[src/rtl/decode_sequencer_pkg.sv]
// Shared definitions for the 6502 decode sequencer: field codes, write-enable bits,
// selector codes, FSM encoding and the per-step control word builders.
package decode_sequencer_pkg;

    localparam int OP_W       = 8;
    localparam int ADDR_W     = 16;
    localparam int OPP_W      = 5;
    localparam int WE_W       = 10;
    localparam int SEL_FIELDS = 10;
    localparam int SEL_W      = 4;
    localparam int SEL_BUS_W  = SEL_FIELDS * SEL_W;

    // opp = {aaa, cc} for the cc=01 group
    localparam logic [4:0] OPP_ORA = 5'b000_01;
    localparam logic [4:0] OPP_AND = 5'b001_01;
    localparam logic [4:0] OPP_EOR = 5'b010_01;
    localparam logic [4:0] OPP_ADC = 5'b011_01;
    localparam logic [4:0] OPP_STA = 5'b100_01;
    localparam logic [4:0] OPP_LDA = 5'b101_01;
    localparam logic [4:0] OPP_CMP = 5'b110_01;
    localparam logic [4:0] OPP_SBC = 5'b111_01;

    localparam logic [2:0] AM_ZPX_IND  = 3'b000;
    localparam logic [2:0] AM_ZP       = 3'b001;
    localparam logic [2:0] AM_IMM      = 3'b010;
    localparam logic [2:0] AM_ABS      = 3'b011;
    localparam logic [2:0] AM_ZP_IND_Y = 3'b100;
    localparam logic [2:0] AM_ZPX      = 3'b101;
    localparam logic [2:0] AM_ABS_Y    = 3'b110;
    localparam logic [2:0] AM_ABS_X    = 3'b111;

    localparam int WE_PC   = 0;
    localparam int WE_SP   = 1;
    localparam int WE_ADD  = 2;
    localparam int WE_X    = 3;
    localparam int WE_Y    = 4;
    localparam int WE_STAT = 5;
    localparam int WE_A    = 6;
    localparam int WE_DOUT = 7;
    localparam int WE_IR   = 8;
    localparam int WE_PTR  = 9;

    // Selector field positions; A has no field of its own and loads through the ALU's first port.
    localparam int SF_PC     = 0;
    localparam int SF_SP     = 1;
    localparam int SF_ADD    = 2;
    localparam int SF_X      = 3;
    localparam int SF_Y      = 4;
    localparam int SF_STAT   = 5;
    localparam int SF_MEM    = 6;
    localparam int SF_DECODE = 7;
    localparam int SF_ALU0   = 8;
    localparam int SF_ALU1   = 9;

    typedef enum logic [3:0] {
        SEL_NONE   = 4'd0,
        SEL_IMM    = 4'd1,
        SEL_IMM_HI = 4'd2,
        SEL_MEM    = 4'd3,
        SEL_ADD    = 4'd4,
        SEL_X      = 4'd5,
        SEL_Y      = 4'd6,
        SEL_A      = 4'd7,
        SEL_ALU    = 4'd8,
        SEL_ALU_ZP = 4'd9
    } sel_t;

    typedef enum logic [2:0] {
        ST_IDLE  = 3'd0,
        ST_FETCH = 3'd1,
        ST_IND   = 3'd2,
        ST_INDEX = 3'd3,
        ST_EXEC  = 3'd4,
        ST_DONE  = 3'd5
    } state_t;

    typedef struct packed {
        logic [1:0] n_bytes;
        logic       indirect;
        logic       idx_x;
        logic       idx_y;
        logic       zp_wrap;
    } am_info_t;

    typedef struct packed {
        logic [WE_W-1:0]      we;
        logic [SEL_BUS_W-1:0] sel;
        logic                 pc_inc;
    } ctrl_t;

    function automatic logic is_illegal(input logic [7:0] op);
        return (op[1:0] != 2'b01) || (op == 8'h89);
    endfunction

    function automatic state_t next_after(input state_t st, input am_info_t am);
        state_t nxt;
        case (st)
            ST_FETCH: nxt = am.indirect ? ST_IND :
                            (am.idx_x || am.idx_y) ? ST_INDEX : ST_EXEC;
            ST_IND:   nxt = (am.idx_x || am.idx_y) ? ST_INDEX : ST_EXEC;
            ST_INDEX: nxt = ST_EXEC;
            ST_EXEC:  nxt = ST_DONE;
            default:  nxt = ST_IDLE;
        endcase
        return nxt;
    endfunction

    // Control word for one step; hi selects the second operand byte in FETCH.
    function automatic ctrl_t step_ctrl(input state_t st, input logic hi,
                                        input logic [7:0] op, input am_info_t am);
        ctrl_t c;
        sel_t  operand;
        c = '0;
        operand = (op[4:2] == AM_IMM) ? SEL_IMM : SEL_MEM;
        case (st)
            ST_FETCH: begin
                c.pc_inc = 1'b1;
                c.we[WE_ADD] = 1'b1;
                c.sel[SF_ADD*SEL_W +: SEL_W] = hi ? SEL_IMM_HI : SEL_IMM;
            end
            ST_IND: begin
                c.we[WE_ADD] = 1'b1;
                c.sel[SF_ADD*SEL_W +: SEL_W] = SEL_MEM;
            end
            ST_INDEX: begin
                c.we[WE_ADD] = 1'b1;
                c.sel[SF_ALU0*SEL_W +: SEL_W] = SEL_ADD;
                c.sel[SF_ALU1*SEL_W +: SEL_W] = am.idx_y ? SEL_Y : SEL_X;
                c.sel[SF_ADD*SEL_W +: SEL_W]  = am.zp_wrap ? SEL_ALU_ZP : SEL_ALU;
            end
            ST_EXEC: begin
                case ({op[7:5], op[1:0]})
                    OPP_STA: begin
                        c.we[WE_DOUT] = 1'b1;
                        c.sel[SF_MEM*SEL_W +: SEL_W] = SEL_A;
                    end
                    OPP_LDA: begin
                        c.we[WE_A] = 1'b1;
                        c.sel[SF_ALU0*SEL_W +: SEL_W] = operand;
                    end
                    OPP_CMP: begin
                        c.we[WE_STAT] = 1'b1;
                        c.sel[SF_ALU0*SEL_W +: SEL_W] = SEL_A;
                        c.sel[SF_ALU1*SEL_W +: SEL_W] = operand;
                    end
                    default: begin
                        c.we[WE_A]    = 1'b1;
                        c.we[WE_STAT] = 1'b1;
                        c.sel[SF_ALU0*SEL_W +: SEL_W] = SEL_A;
                        c.sel[SF_ALU1*SEL_W +: SEL_W] = operand;
                    end
                endcase
            end
            default: c = '0;
        endcase
        return c;
    endfunction

endpackage

[src/rtl/decode_sequencer_addr_mode_rom.sv]
// Combinational addressing-mode table: maps the bbb field to the steps the
// sequencer must walk through.
module decode_sequencer_addr_mode_rom
    import decode_sequencer_pkg::*;
(
    input  logic [2:0] bbb,
    output logic [1:0] n_bytes,
    output logic       indirect,
    output logic       idx_x,
    output logic       idx_y,
    output logic       zp_wrap
);

    assign n_bytes  = (bbb inside {AM_ABS, AM_ABS_Y, AM_ABS_X}) ? 2'd2 : 2'd1;
    assign indirect = bbb inside {AM_ZPX_IND, AM_ZP_IND_Y};
    assign idx_x    = bbb inside {AM_ZPX_IND, AM_ZPX, AM_ABS_X};
    assign idx_y    = bbb inside {AM_ZP_IND_Y, AM_ABS_Y};
    // (zp),Y adds Y to a full 16-bit pointer, so only the X zero-page forms wrap
    assign zp_wrap  = bbb inside {AM_ZPX_IND, AM_ZPX};

endmodule

[src/rtl/decode_sequencer.sv]
// Multi-cycle 6502 instruction sequencer: accepts an opcode, then steps
// FETCH -> [IND] -> [INDEX] -> EXEC -> DONE driving write-enables and selectors.
module decode_sequencer
    import decode_sequencer_pkg::*;
#(
    parameter int REG_WIDTH = OP_W,
    parameter int OPP_WIDTH = OPP_W,
    parameter int WE_WIDTH  = WE_W,
    parameter int NUM_SEL   = SEL_FIELDS,
    parameter int SEL_WIDTH = SEL_W
) (
    input  logic                           clk,
    input  logic                           reset_n,
    input  logic                           instr_valid,
    input  logic [REG_WIDTH-1:0]           instr_in,
    output logic                           instr_ready,
    input  logic                           stall,
    output logic [OPP_WIDTH-1:0]           opp,
    output logic [WE_WIDTH-1:0]            we,
    output logic [NUM_SEL*SEL_WIDTH-1:0]   sel_bus,
    output logic                           pc_inc,
    output logic                           instr_done,
    output logic                           err_illegal
);

    state_t               state;
    state_t               nxt;
    logic                 step_cnt;
    logic                 nxt_cnt;
    logic [REG_WIDTH-1:0] ir;
    logic [REG_WIDTH-1:0] cur_op;
    logic [OPP_WIDTH-1:0] opp_q;
    ctrl_t                ctrl_q;
    logic                 done_q;
    logic                 err_q;

    logic [1:0] am_n_bytes;
    logic       am_indirect;
    logic       am_idx_x;
    logic       am_idx_y;
    logic       am_zp_wrap;
    am_info_t   am;

    // In IDLE the incoming byte is decoded so the first step's controls are ready at accept.
    assign cur_op = (state == ST_IDLE) ? instr_in : ir;

    decode_sequencer_addr_mode_rom u_rom (
        .bbb      (cur_op[4:2]),
        .n_bytes  (am_n_bytes),
        .indirect (am_indirect),
        .idx_x    (am_idx_x),
        .idx_y    (am_idx_y),
        .zp_wrap  (am_zp_wrap)
    );

    assign am = {am_n_bytes, am_indirect, am_idx_x, am_idx_y, am_zp_wrap};

    always_comb begin
        // NOTE: defaults first so no path through the case leaves nxt/nxt_cnt unassigned (no latch).
        nxt     = state;
        nxt_cnt = step_cnt;
        case (state)
            ST_IDLE: begin
                if (instr_valid) begin
                    nxt     = is_illegal(instr_in) ? ST_DONE : ST_FETCH;
                    nxt_cnt = 1'b0;
                end
            end
            ST_FETCH: begin
                if (!stall) begin
                    if (!step_cnt && am.n_bytes == 2'd2) begin
                        nxt_cnt = 1'b1;
                    end else begin
                        nxt     = next_after(state, am);
                        nxt_cnt = 1'b0;
                    end
                end
            end
            ST_IND: begin
                if (!stall) begin
                    if (!step_cnt) begin
                        nxt_cnt = 1'b1;
                    end else begin
                        nxt     = next_after(state, am);
                        nxt_cnt = 1'b0;
                    end
                end
            end
            ST_INDEX, ST_EXEC: begin
                if (!stall) nxt = next_after(state, am);
            end
            default: nxt = ST_IDLE;
        endcase
    end

    // Outputs are registered against the state being entered, so they line up with it.
    always_ff @(posedge clk or negedge reset_n) begin
        // NOTE: sequential state uses non-blocking assignments only; every register has a reset value.
        if (!reset_n) begin
            state    <= ST_IDLE;
            step_cnt <= 1'b0;
            ir       <= '0;
            opp_q    <= '0;
            ctrl_q   <= '0;
            done_q   <= 1'b0;
            err_q    <= 1'b0;
        end else begin
            state    <= nxt;
            step_cnt <= nxt_cnt;
            ctrl_q   <= step_ctrl(nxt, nxt_cnt, cur_op, am);
            done_q   <= (nxt == ST_DONE);
            err_q    <= (state == ST_IDLE) && (nxt == ST_DONE);
            if (state == ST_IDLE && instr_valid) begin
                ir    <= instr_in;
                opp_q <= {instr_in[7:5], instr_in[1:0]};
            end
        end
    end

    assign instr_ready = (state == ST_IDLE);
    assign opp         = opp_q;
    assign sel_bus     = ctrl_q.sel;
    // A stalled step must not commit; the held state replays it once stall drops.
    assign we          = ctrl_q.we & {WE_WIDTH{~stall}};
    assign pc_inc      = ctrl_q.pc_inc & ~stall;
    assign instr_done  = done_q;
    assign err_illegal = err_q;

endmodule
[config.mk]
export PLATFORM = sky130hd
export DESIGN_NAME = decode_sequencer
export DESIGN_NICKNAME = d
export VERILOG_FILES = /design/src/rtl/decode_sequencer_pkg.sv /design/src/rtl/decode_sequencer_addr_mode_rom.sv /design/src/rtl/decode_sequencer.sv
export SDC_FILE = /design/constraint.sdc
export NUM_CORES = 1
export LEC_CHECK = 0
export ABC_CLOCK_PERIOD_IN_PS = 2400
export BUFFER_PORTS_ARGS = -buffer_cell sky130_fd_sc_hd__clkbuf_2
export CELL_PAD_IN_SITES_DETAIL_PLACEMENT = 0
export CELL_PAD_IN_SITES_GLOBAL_PLACEMENT = 1
export CORE_ASPECT_RATIO = 1.75
export CORE_MARGIN = 3
export CORE_UTILIZATION = 30
export DETAILED_ROUTE_END_ITERATION = 10
export MAX_ROUTING_LAYER = met4
export PLACE_DENSITY = 0.75
export SYNTH_ARGS = -nofsm -noshare
export SYNTH_HDL_FRONTEND = slang
export SYNTH_SLANG_ARGS = --single-unit
export TNS_END_PERCENT = 10
[constraint.sdc]
create_clock -name clk -period 2.4 [get_ports clk]
set_clock_uncertainty 0.2 [all_clocks]
set_input_delay 0.24 -clock clk [delete_from_list [all_inputs] [get_ports clk]]
set_output_delay 0.24 -clock clk [all_outputs]
set_load 0.005 [all_outputs]
### After elaboration in Yosys (flattened, before gate mapping)

Index checks and enable logic that the tools add are counted.
W data, S select, Z words.

| operators by class | value |
|---|---|
| eq/ne operators | 21 |
| reductions and logical operators | 17 |
| multiplexer cells | 35 |
| bitwise logic cells | 3 |

Operators by type and width:

| operator | count |
|---|---|
| $mux W3 | 12 |
| $eq A3 B3 Y1 const B | 7 |
| $eq A3 B2 Y1 const B | 6 |
| $eq A5 B5 Y1 const B | 3 |
| $pmux W7 S2 | 1 |
| $pmux W3 S2 | 2 |
| $pmux W3 S4 | 1 |
| $pmux W4 S3 | 1 |
| $mux W1 | 11 |
| $and A8 B10 Y10 | 1 |
| $mux W2 | 5 |
| $eq A8 B8 Y1 const B | 1 |
| $mux W8 | 1 |
| $eq A3 B1 Y1 const B | 2 |
| $logic_not A3 Y1 | 2 |
| $reduce_bool A2 Y1 | 3 |
| $reduce_bool A3 Y1 | 2 |
| $reduce_or A2 Y1 | 3 |
| $logic_and A1 B1 Y1 | 3 |
| $pmux W1 S3 | 1 |
| $reduce_or A3 Y1 | 1 |
| $eq A2 B2 Y1 const B | 1 |
| $logic_or A1 B1 Y1 | 2 |
| $ne A2 B1 Y1 const B | 1 |
| 3 further kinds | 3 |

| storage, ports and cells | value |
|---|---|
| register bits after elaboration | 40 |
| logic and storage cells | 85 |

### Longest topological paths before layout

Gate-level depths: netlist of run 1.

| depth | value |
|---|---|
| word-level depth | 13 |
| depth in mapped cells | 9 |

### Cells and area by module

A second synthesis of run 1 with hierarchy kept.

| second synthesis, totals | value |
|---|---|
| cell total of the unflattened synthesis | 200 |
| area total of the unflattened synthesis | 1794.2 um^2 |

Modules (own cells, without submodules):

| module | area an instance (um^2) | times used | seq. area each (um^2) | cells each |
|---|---|---|---|---|
| decode_sequencer | 1752.9 | 1 | 700.7 | 193 |
| decode_sequencer_addr_mode_rom | 41.3 | 1 | 0.0 | 7 |

### Worst setup path after synthesis of run 1

Ideal clock, no wire load.

| path | value |
|---|---|
| kind | reg-to-reg |
| start | reg state[0] |
| end | reg ctrl_q (netlist bit sel_bus[8]) |
| arrival | 1894 ps |
| slack | 167 ps |
| cell stages (with the launch flop) | 9 |
| path buffers | 3 |
| data required time | 2060 ps |
| period minus slack after synthesis | 2233 ps |
| cells stage by stage | dfrtp_1 buf_6 or3_1 buf_2 or3_1 a221oi_2 or2_1 buf_4 o32ai_1 |

| on the way | value |
|---|---|
| cells in the longest elaborated chain, start to end | 12 |

Ends and longest elaborated chain:

| element | RTL line | RTL |
|---|---|---|
| start: declaration | decode_sequencer.sv:26 | `state_t state;` |
| start signal: assignment | decode_sequencer.sv:108 | `state <= nxt;` |
| $logic_not A3 Y1 | decode_sequencer.sv:45, decode_sequencer.sv:62 |  |
| $mux W8 | decode_sequencer.sv:45 | `assign cur_op = (state == ST_IDLE) ? instr_in : ir;` |
| $eq A3 B2 Y1 (tied with other cells) | decode_sequencer_addr_mode_rom.sv:14 | `assign n_bytes = (bbb inside {AM_ABS, AM_ABS_Y, AM_ABS_X}) ? 2'd2 : 2'd1;` |
| $reduce_bool A3 Y1 (tied with other cells) | decode_sequencer_addr_mode_rom.sv:14 |  |
| $mux W2 / $logic_or A1 B1 Y1 (equally long branches) | decode_sequencer_addr_mode_rom.sv:14, decode_sequencer_pkg.sv:99, decode_sequencer_pkg.sv:100 |  |
| $eq A2 B2 Y1 / $mux W3 (equally long branches) | decode_sequencer.sv:71, decode_sequencer_pkg.sv:99, decode_sequencer_pkg.sv:100 |  |
| $logic_and A1 B1 Y1 / $mux W3 (equally long branches) | decode_sequencer.sv:71, decode_sequencer_pkg.sv:98 |  |
| $mux W3 | decode_sequencer.sv:71 | `if (!step_cnt && am.n_bytes == 2'd2) begin` |
| $mux W3 | decode_sequencer.sv:70 | `if (!stall) begin` |
| $pmux W3 S4 (*) | decode_sequencer.sv:62 | `case (state)` |
| named net nxt[2] | decode_sequencer.sv:27 | `state_t nxt;` |
| $eq A3 B2 Y1 / $eq A3 B1 Y1 (equally long branches) | decode_sequencer_pkg.sv:115 | `case (st)` |
| $pmux W4 S3 (*) | decode_sequencer_pkg.sv:115 |  |
| end signal: assignment | decode_sequencer.sv:110 | `ctrl_q <= step_ctrl(nxt, nxt_cnt, cur_op, am);` |
| end: declaration | decode_sequencer.sv:33 | `ctrl_t ctrl_q;` |

The timed path passes the listed nets; every way through them passes the cells marked *.
A chain may end at the register's enable or synchronous reset.

### Worst setup path after layout of run 1

| path | value |
|---|---|
| start | reg state[1] |
| end | reg ctrl_q (netlist bit sel_bus[8]) |

| on the way | value |
|---|---|
| cells in the longest elaborated chain, start to end | 12 |

Ends and longest elaborated chain:

| element | RTL line |
|---|---|
| $logic_not A3 Y1 | decode_sequencer.sv:45, decode_sequencer.sv:62 |
| $mux W8 | decode_sequencer.sv:45 |
| $eq A3 B2 Y1 (tied with other cells) | decode_sequencer_addr_mode_rom.sv:14 |
| $reduce_bool A3 Y1 (tied with other cells) | decode_sequencer_addr_mode_rom.sv:14 |
| $mux W2 / $logic_or A1 B1 Y1 (equally long branches) | decode_sequencer_addr_mode_rom.sv:14, decode_sequencer_pkg.sv:99, decode_sequencer_pkg.sv:100 |
| $eq A2 B2 Y1 / $mux W3 (equally long branches) | decode_sequencer.sv:71, decode_sequencer_pkg.sv:99, decode_sequencer_pkg.sv:100 |
| $logic_and A1 B1 Y1 / $mux W3 (equally long branches) | decode_sequencer.sv:71, decode_sequencer_pkg.sv:98 |
| $mux W3 / $mux W1 (equally long branches) | decode_sequencer.sv:71 |
| $mux W3 / $mux W1 (equally long branches) | decode_sequencer.sv:70 |
| $pmux W3 S4 / $pmux W1 S3 (equally long branches) | decode_sequencer.sv:62 |
| $eq A3 B2 Y1 (tied with other cells) | decode_sequencer_pkg.sv:115 |
| $pmux W4 S3 (*) | decode_sequencer_pkg.sv:115 |

Mark *: on every way between the ends. The rest lies on a longest branch, timed or not.

==> impl_metrics.sql, run 1 <==
INSERT INTO impl_metrics (metric_group, metric, value, unit) VALUES
('status', 'outcome', 'finished clean', ''),
('critical_path', 'timing.critical_path.cells', 'or3_1 > or3_1 > a221oi_2 > or2_1 > o32ai_1', ''),
('floorplan', 'design.core.area', '5930', 'sq um'),
('cts', 'clk_path_buf_depth', '2', ''),
('routing', 'top_layer_used', 'met4', ''),
('global_routing', 'grt_use_total', '10.6', '%'),
('final_layout', 'drive_above_1_share', '23.7', '%'),
('critical_path', 'crit_slowest_cell', 'sky130_fd_sc_hd__or3_1', ''),
('cts', 'clk_pin_slew', '0.09', 'ns'),
('critical_path', 'crit_path_end_kind', 'flop', ''),
('yosys', 'netlist_top_cells_count', '52 x sky130_fd_sc_hd__buf_4, 33 x sky130_fd_sc_hd__nand2_1, 28 x sky130_fd_sc_hd__dfrtp_1', ''),
('routing', 'met1Wirelength', '1380', 'um'),
('yosys', 'synth_area_leaders', 'sky130_fd_sc_hd__dfrtp_1 38%, sky130_fd_sc_hd__buf_4 21%, sky130_fd_sc_hd__nand2_1 6.7%', ''),
('critical_path', 'worst-r2r-cell-count', '5', ''),
('placed_design', 'io_buffer_count', '36', ''),
('yosys', 'synth_largest_type_area_fraction', '38.0', '%'),
('routing', 'avgRoutedWirePerCell', '11.9', 'um'),
('final_layout', 'design.final.nets', '250', ''),
('final_layout', 'final_cells', '314', ''),
('yosys', 'yosys_warns', '0', ''),
('timing', 'hold_ws', '0.0112', 'ns'),
('critical_path', 'cell_depth_of_the_worst_setup_path', '5', ''),
('cts', 'number_of_h_tree_levels', '1', ''),
('cts', 'cts-buffers-inserted', '3', ''),
('floorplan', 'row_count', '37', ''),
('routing', 'wl_met3', '226', 'um'),
('critical_path', 'timing.critical_path.buf_inv', '0', ''),
('critical_path', 'reg2reg_slack', '0.11', 'ns'),
('routing', 'route.final.wire_length', '3740', 'um'),
('worst_hold_path', 'hold-path-cell-count', '3', ''),
('critical_path', 'critPathMostFrequentCell', 'sky130_fd_sc_hd__or3_1', ''),
('routing', 'drt_iter0_markers', '50', ''),
('yosys', 'post_synth.cell_area_avg', '8.71', 'sq um'),
('placed_design', 'hpwl', '2990', 'um'),
('power', 'power.static_leakage', '0.983', 'nW'),
('timing', 'maxClockFrequency', '438', 'MHz'),
('final_layout', 'syn2layout_area_growth', '6.44', '%'),
('timing', 'min_period', '2.29', 'ns'),
('cts', 'clock_sinks', '28', ''),
('routing', 'drcViolationCount', '0', ''),
('timing', 'grt_setup_unrepaired', 'no', ''),
('timing', 'worst-slew-pin-transition', '0.667', 'ns'),
('yosys', 'synth.most_common_cell', 'sky130_fd_sc_hd__buf_4', ''),
('critical_path', 'regToRegStartpoint', 'state[1]$_DFF_PN0_', ''),
('cts', 'clock_tree_from_tritoncts', 'built', ''),
('timing', 'final.period_utilization', '95.2', '%'),
('timing', 'setup_total_negative_slack', '0', 'ns'),
('final_layout', 'antenna_cells_inserted', '0', ''),
('timing', 'maxSlewViolCount', '0', ''),
('power', 'power', '2.08', 'mW'),
('global_routing', 'grt_remaining_overflow', '0', ''),
('routing', 'met2WireLength', '2100', 'um'),
('floorplan', 'floorplan.initialDensity', '31.1', '%'),
('global_routing', 'grt_first_pass_wirelength', '5880', 'um'),
('yosys', 'yosys_register_bits', '28', ''),
('timing', 'slew_headroom', '55.6', '%'),
('power', 'power_density', '1060', 'nW/um^2'),
('global_routing', 'first_global_vias', '1264', ''),
('routing', 'dr.pass1.iters', '4', ''),
('floorplan', 'die_wd', '65.3', 'um'),
('final_layout', 'fillerInstances', '666', ''),
('placed_design', 'routabilityCongestion', '0.824', ''),
('power', 'vdd_ir_drop_max', '0.000472', 'V'),
('critical_path', 'worstReg2RegEnd', 'sel_bus[8]$_DFF_PN0_', ''),
('critical_path', 'critical_path_peak_fanout', '11', ''),
('yosys', 'yosys.area.top_type', 'sky130_fd_sc_hd__dfrtp_1', ''),
('placed_design', 'placed_instances', '307', ''),
('critical_path', 'critical_path.startpoint_type', 'flop', ''),
('final_layout', 'multi_input_comb_area', '836', 'sq um'),
('yosys', 'async_reset_ff_share', '100', '%'),
('placed_design', 'pre_cts_slack', '0.0821', 'ns');
[worst register-to-register path, delay by kind of cell (launching register included)]
kind | cells | cell delay [ns]
simple gates | 3 | 1.09
compound gates | 2 | 0.41
flops | 1 | 0.47
[registers in the layout (all words and copies together), names as in the netlist]
signal,flops
state,3
err_illegal,1
ctrl_q,5
step_cnt,1
instr_done,1
ir,8
sel_bus,9
[layer usage]
layer | vias to the layer above | GRT usage, %
li1 | 675 | -
met1 | 637 | 10.8
met2 | 61 | 20.4
met3 | 4 | 1.33
met4 | 0 | 3.56
met5 | - | -
[layout by cell type (no fill, tap or decap), types with 3 or more instances in the layout]
master / netlist / routed
sky130_fd_sc_hd__clkbuf_2: 0 / 36
sky130_fd_sc_hd__conb_1: 1 / 34
sky130_fd_sc_hd__nand2_1: 33 / 33
sky130_fd_sc_hd__dfrtp_1: 28 / 27
sky130_fd_sc_hd__nor2_1: 14 / 14
sky130_fd_sc_hd__nor2b_1: 11 / 11
sky130_fd_sc_hd__buf_4: 52 / 7
sky130_fd_sc_hd__a21oi_1: 6 / 6
sky130_fd_sc_hd__o21ai_0: 6 / 6
sky130_fd_sc_hd__nand2b_1: 4 / 4
sky130_fd_sc_hd__dlygate4sd3_1: 0 / 4
sky130_fd_sc_hd__or3_1: 3 / 3
sky130_fd_sc_hd__inv_1: 3 / 3
sky130_fd_sc_hd__o32ai_1: 3 / 3
sky130_fd_sc_hd__o21bai_1: 3 / 3
sky130_fd_sc_hd__clkbuf_8: 0 / 3
[area by class of cell]
type                       instances  area share (%)
clock buffer                       3            2.10
inverter                           4           0.764
multi-input combinational        154            42.5
sequential                        28            35.7
tap                               78            4.97
timing repair buffer              47            13.9
[what timing repair did]
action	in CTS	in global routing
gates resized for setup	0	3
endpoints found under the setup margin	0	9
setup buffers	0	0
hold buffers	4	0
hold endpoints to repair	31	0
[worst min path at each step]
| stage | from | endpoint | slack (ns) |
|---|---|---|---|
| floorplan | reset_n | ctrl_q[0]$_DFF_PN0_ | -0.26 |
| global placement | reset_n | sel_bus[11]$_DFF_PN0_ | 0.10 |
| detailed placement | reset_n | sel_bus[11]$_DFF_PN0_ | 0.11 |
| CTS | instr_in[6] | ir[6]$_DFFE_PN0P_ | 0.005 |
| global route | instr_in[5] | ir[5]$_DFFE_PN0P_ | 0.007 |
| finish | instr_in[5] | ir[5]$_DFFE_PN0P_ | 0.01 |
[through the flow]
step / instance area, sq um / utilization (%)
4_1_cts: 1950 / 33.0
2_1_floorplan: 1970 / -
5_1_grt: 1960 / 33.2
6_report: 1960 / 33.2
3_3_place_gp: 1870 / 31.6
3_5_place_dp: 1870 / 31.6
[power breakdown]
group          total [mW]  internal, mW  leakage, nW  switching (mW)
sequential          0.779         0.651        0.362           0.128
clock               0.242         0.112       0.0216           0.130
combinational        1.06         0.457        0.599           0.604
[cell families after synthesis]
group	Yosys count	synth area share, %
and+or+nand+nor	81	21.8
muxes	2	1.15
buffers and inverters	63	24.0
AOI/OAI and AO/OA	37	14.8
DFF	28	38.0
other	1	0.203
No activity file was read; power rests on OpenSTA's default activity.
==> run 2: changes to the inputs <==
--- a/config.mk
+++ b/config.mk
@@ -12,7 +12,9 @@
 export CORE_ASPECT_RATIO = 1.75
 export CORE_MARGIN = 3
 export CORE_UTILIZATION = 30
+export CTS_CLUSTER_DIAMETER = 120
 export DETAILED_ROUTE_END_ITERATION = 10
+export HOLD_SLACK_MARGIN = 0.15
 export MAX_ROUTING_LAYER = met4
 export PLACE_DENSITY = 0.75
 export SYNTH_ARGS = -nofsm -noshare
==> constraint.sdc (replaced) <==
create_clock -name clk -period 2.4 [get_ports clk]
set_clock_uncertainty 0.2 [all_clocks]
set_input_delay 0.24 -clock clk [delete_from_list [all_inputs] [get_ports clk]]
set_output_delay 0.24 -clock clk [all_outputs]
set_load 0.01 [all_outputs]
==> impl_metrics.sql, run 2 (synthesized netlist as in run 1, its figures left out) <==
INSERT INTO impl_metrics (metric_group, metric, value, unit) VALUES
('final_layout', 'design.final.nets', '255', ''),
('routing', 'num_vias', '1396', ''),
('cts', 'clk_pin_slew', '0.08', 'ns'),
('routing', 'count_of_antenna_violating_nets_left_after_detailed_routing', '0', ''),
('critical_path', 'reg2reg_slack', '0.11', 'ns'),
('placed_design', 'hpwl', '2990', 'um'),
('cts', 'clk_path_buf_depth', '2', ''),
('timing', 'worst-slew-pin-transition', '0.667', 'ns'),
('final_layout', 'antenna_cells_inserted', '0', ''),
('critical_path', 'critical_path.startpoint_type', 'flop', ''),
('cts', 'root_buffer', 'sky130_fd_sc_hd__clkbuf_8', ''),
('floorplan', 'die_wd', '65.3', 'um'),
('global_routing', 'grt_remaining_overflow', '0', ''),
('final_layout', 'postLayoutCellArea', '2010', 'sq um'),
('timing', 'maxSlewViolCount', '0', ''),
('final_layout', 'fillerInstances', '662', ''),
('final_layout', 'syn2layout_area_growth', '9.15', '%'),
('critical_path', 'crit_type', 'flop to flop', ''),
('placed_design', 'io_buffer_count', '36', ''),
('critical_path', 'worstPathArrival', '2.23', 'ns'),
('status', 'outcome', 'finished clean', ''),
('final_layout', 'final_common_cell', 'sky130_fd_sc_hd__clkbuf_2', ''),
('timing', 'slew_headroom', '55.5', '%'),
('cts', 'number_of_h_tree_levels', '1', ''),
('cts', 'cts-buffers-inserted', '3', ''),
('floorplan', 'dieArea', '7170', 'sq um'),
('routing', 'vias_per_cell', '4.38', ''),
('global_routing', 'grt_antenna_before_repair', '0', ''),
('cts', 'clock_tree_from_tritoncts', 'built', ''),
('timing', 'layout_setup_ws', '0.114', 'ns'),
('critical_path', 'critPathTopFamily', 'simple AND/OR/NAND/NOR gates', ''),
('floorplan', 'design.core.area', '5930', 'sq um'),
('floorplan', 'row_count', '37', ''),
('cts', 'clock_sinks', '28', ''),
('floorplan', 'die_y', '110', 'um'),
('global_routing', 'grt_first_pass_wirelength', '6000', 'um'),
('flow_run', 'drv.max_cap_violation_count', '0', ''),
('final_layout', 'most-common-layout-cells', '36 x sky130_fd_sc_hd__clkbuf_2, 34 x sky130_fd_sc_hd__conb_1, 33 x sky130_fd_sc_hd__nand2_1, 27 x sky130_fd_sc_hd__dfrtp_1, 14 x sky130_fd_sc_hd__nor2_1', ''),
('power', 'vdd_ir_drop_max', '0.000477', 'V'),
('cts', 'cts_setup_buffers', '0', ''),
('critical_path', 'critical_path_peak_fanout', '11', ''),
('critical_path', 'crit_path_end_kind', 'flop', ''),
('critical_path', 'timing.critical_path.cells', 'or3_1 > or3_1 > a221oi_2 > or2_1 > o32ai_1', ''),
('global_routing', 'first_global_vias', '1295', ''),
('routing', 'route.final.wire_length', '3780', 'um'),
('timing', 'min_period', '2.29', 'ns'),
('timing', 'number_of_setup_violations_in_the_final_report', '0', ''),
('placed_design', 'pre_cts_slack', '0.0821', 'ns'),
('final_layout', 'largest_register_ff_count', '9', ''),
('cts', 'worstSkewPairLatency', '0.26', 'ns'),
('placed_design', 'placement.cell_area', '1870', 'sq um'),
('critical_path', 'crit_slowest_cell', 'sky130_fd_sc_hd__or3_1', ''),
('critical_path', 'critPathMostFrequentCell', 'sky130_fd_sc_hd__or3_1', ''),
('routing', 'drcViolationCount', '0', ''),
('worst_hold_path', 'hold_wc_path_type', 'input pin to flop', ''),
('final_layout', 'drive_above_1_share', '23.2', '%'),
('floorplan', 'floorplan.initialDensity', '31.1', '%'),
('timing', 'setup_total_negative_slack', '0', 'ns'),
('routing', 'drt_iter0_markers', '50', ''),
('power', 'power', '2.15', 'mW'),
('floorplan', 'number_of_top_level_pins', '71', ''),
('global_routing', 'grt_use_total', '10.8', '%'),
('critical_path', 'required_worst_endpoint', '2.34', 'ns'),
('global_routing', 'pin_count_of_the_biggest_net_entering_global_routing', '29', ''),
('routing', 'avgRoutedWirePerCell', '11.8', 'um'),
('critical_path', 'timing.critical_path.buf_inv', '0', ''),
('power', 'power.static_leakage', '1.00', 'nW'),
('placed_design', 'routabilityCongestion', '0.824', ''),
('timing', 'final.period_utilization', '95.2', '%'),
('routing', 'dr.pass1.iters', '4', ''),
('timing', 'hold_viol', '0', ''),
('power', 'power_density', '1070', 'nW/um^2'),
('critical_path', 'largest_stage_delay_on_the_critical_path', '0.48', 'ns'),
('timing', 'maxClockFrequency', '437', 'MHz');
run 2: changes by cell type in the layout (fill, tap and decap cells not counted), sizes merged:
| cell | delta |
|---|---|
| dlygate4sd3 | +5 |
run 2: worst reg2reg max path, cell delays in order, from the launching register on:
cell and delay [ns]:
sky130_fd_sc_hd__dfrtp_2 0.47, sky130_fd_sc_hd__or3_1 0.48, sky130_fd_sc_hd__or3_1 0.40, sky130_fd_sc_hd__a221oi_2 0.30, sky130_fd_sc_hd__or2_1 0.21, sky130_fd_sc_hd__o32ai_1 0.11
run 2: timing repair:
item / in CTS / in global routing
hold buffers: 9 / 0
setup endpoints to repair: 0 / 10
resized for setup: 0 / 3
hold endpoints to repair: 39 / 0
run 2: metrics by stage:
stage                     std cells  utilization [%]  hold slack, ns
after floorplan                 245                -          -0.256
after global placement          307             31.6           0.101
after detailed placement        307             31.6           0.109
after CTS                       319             33.8           0.200
after global routing            319             34.0           0.236
final                           319             34.0           0.209
run 2: area by class of cell:
class | instances | area, sq um | share of cell area, %
clock buffer | 3 | 41.3 | 2.05
multi-input combinational | 154 | 836 | 41.5
tap | 78 | 97.6 | 4.84
timing repair buffer | 52 | 323 | 16.0
inverter | 4 | 15.0 | 0.745
sequential | 28 | 702 | 34.8
run 2: worst paths after layout:
| check | startpoint | end | cells past startpoint |
|---|---|---|---|
| max | state[1]$_DFF_PN0_ | sel_bus[8]$_DFF_PN0_ | 5 |
| min | stall | step_cnt$_DFF_PN0_ | 3 |
| max reg2reg | state[1]$_DFF_PN0_ | sel_bus[8]$_DFF_PN0_ | 5 |
| min reg2reg | ir[1]$_DFFE_PN0P_ | ir[1]$_DFFE_PN0P_ | 2 |
| max in group asynchronous | reset_n | state[1]$_DFF_PN0_ | 2 |
| min in group asynchronous | reset_n | sel_bus[11]$_DFF_PN0_ | 2 |
run 2: metal layers:
layer  global-route usage (%)  up-vias  routed length [um]
met2                     21.0       59                2140
met4                     3.56        0                  31
li1                         -      685                   -
met5                        -        -                   0
met1                     10.9      648                1380
met3                     1.33        4                 217
run 2: report_power, final:
group	leakage [nW]	switching [mW]	total (mW)	internal, mW
combinational	0.620	0.663	1.13	0.464
sequential	0.362	0.127	0.778	0.651
clock	0.0216	0.130	0.242	0.112
total	1.00	0.920	2.15	1.23
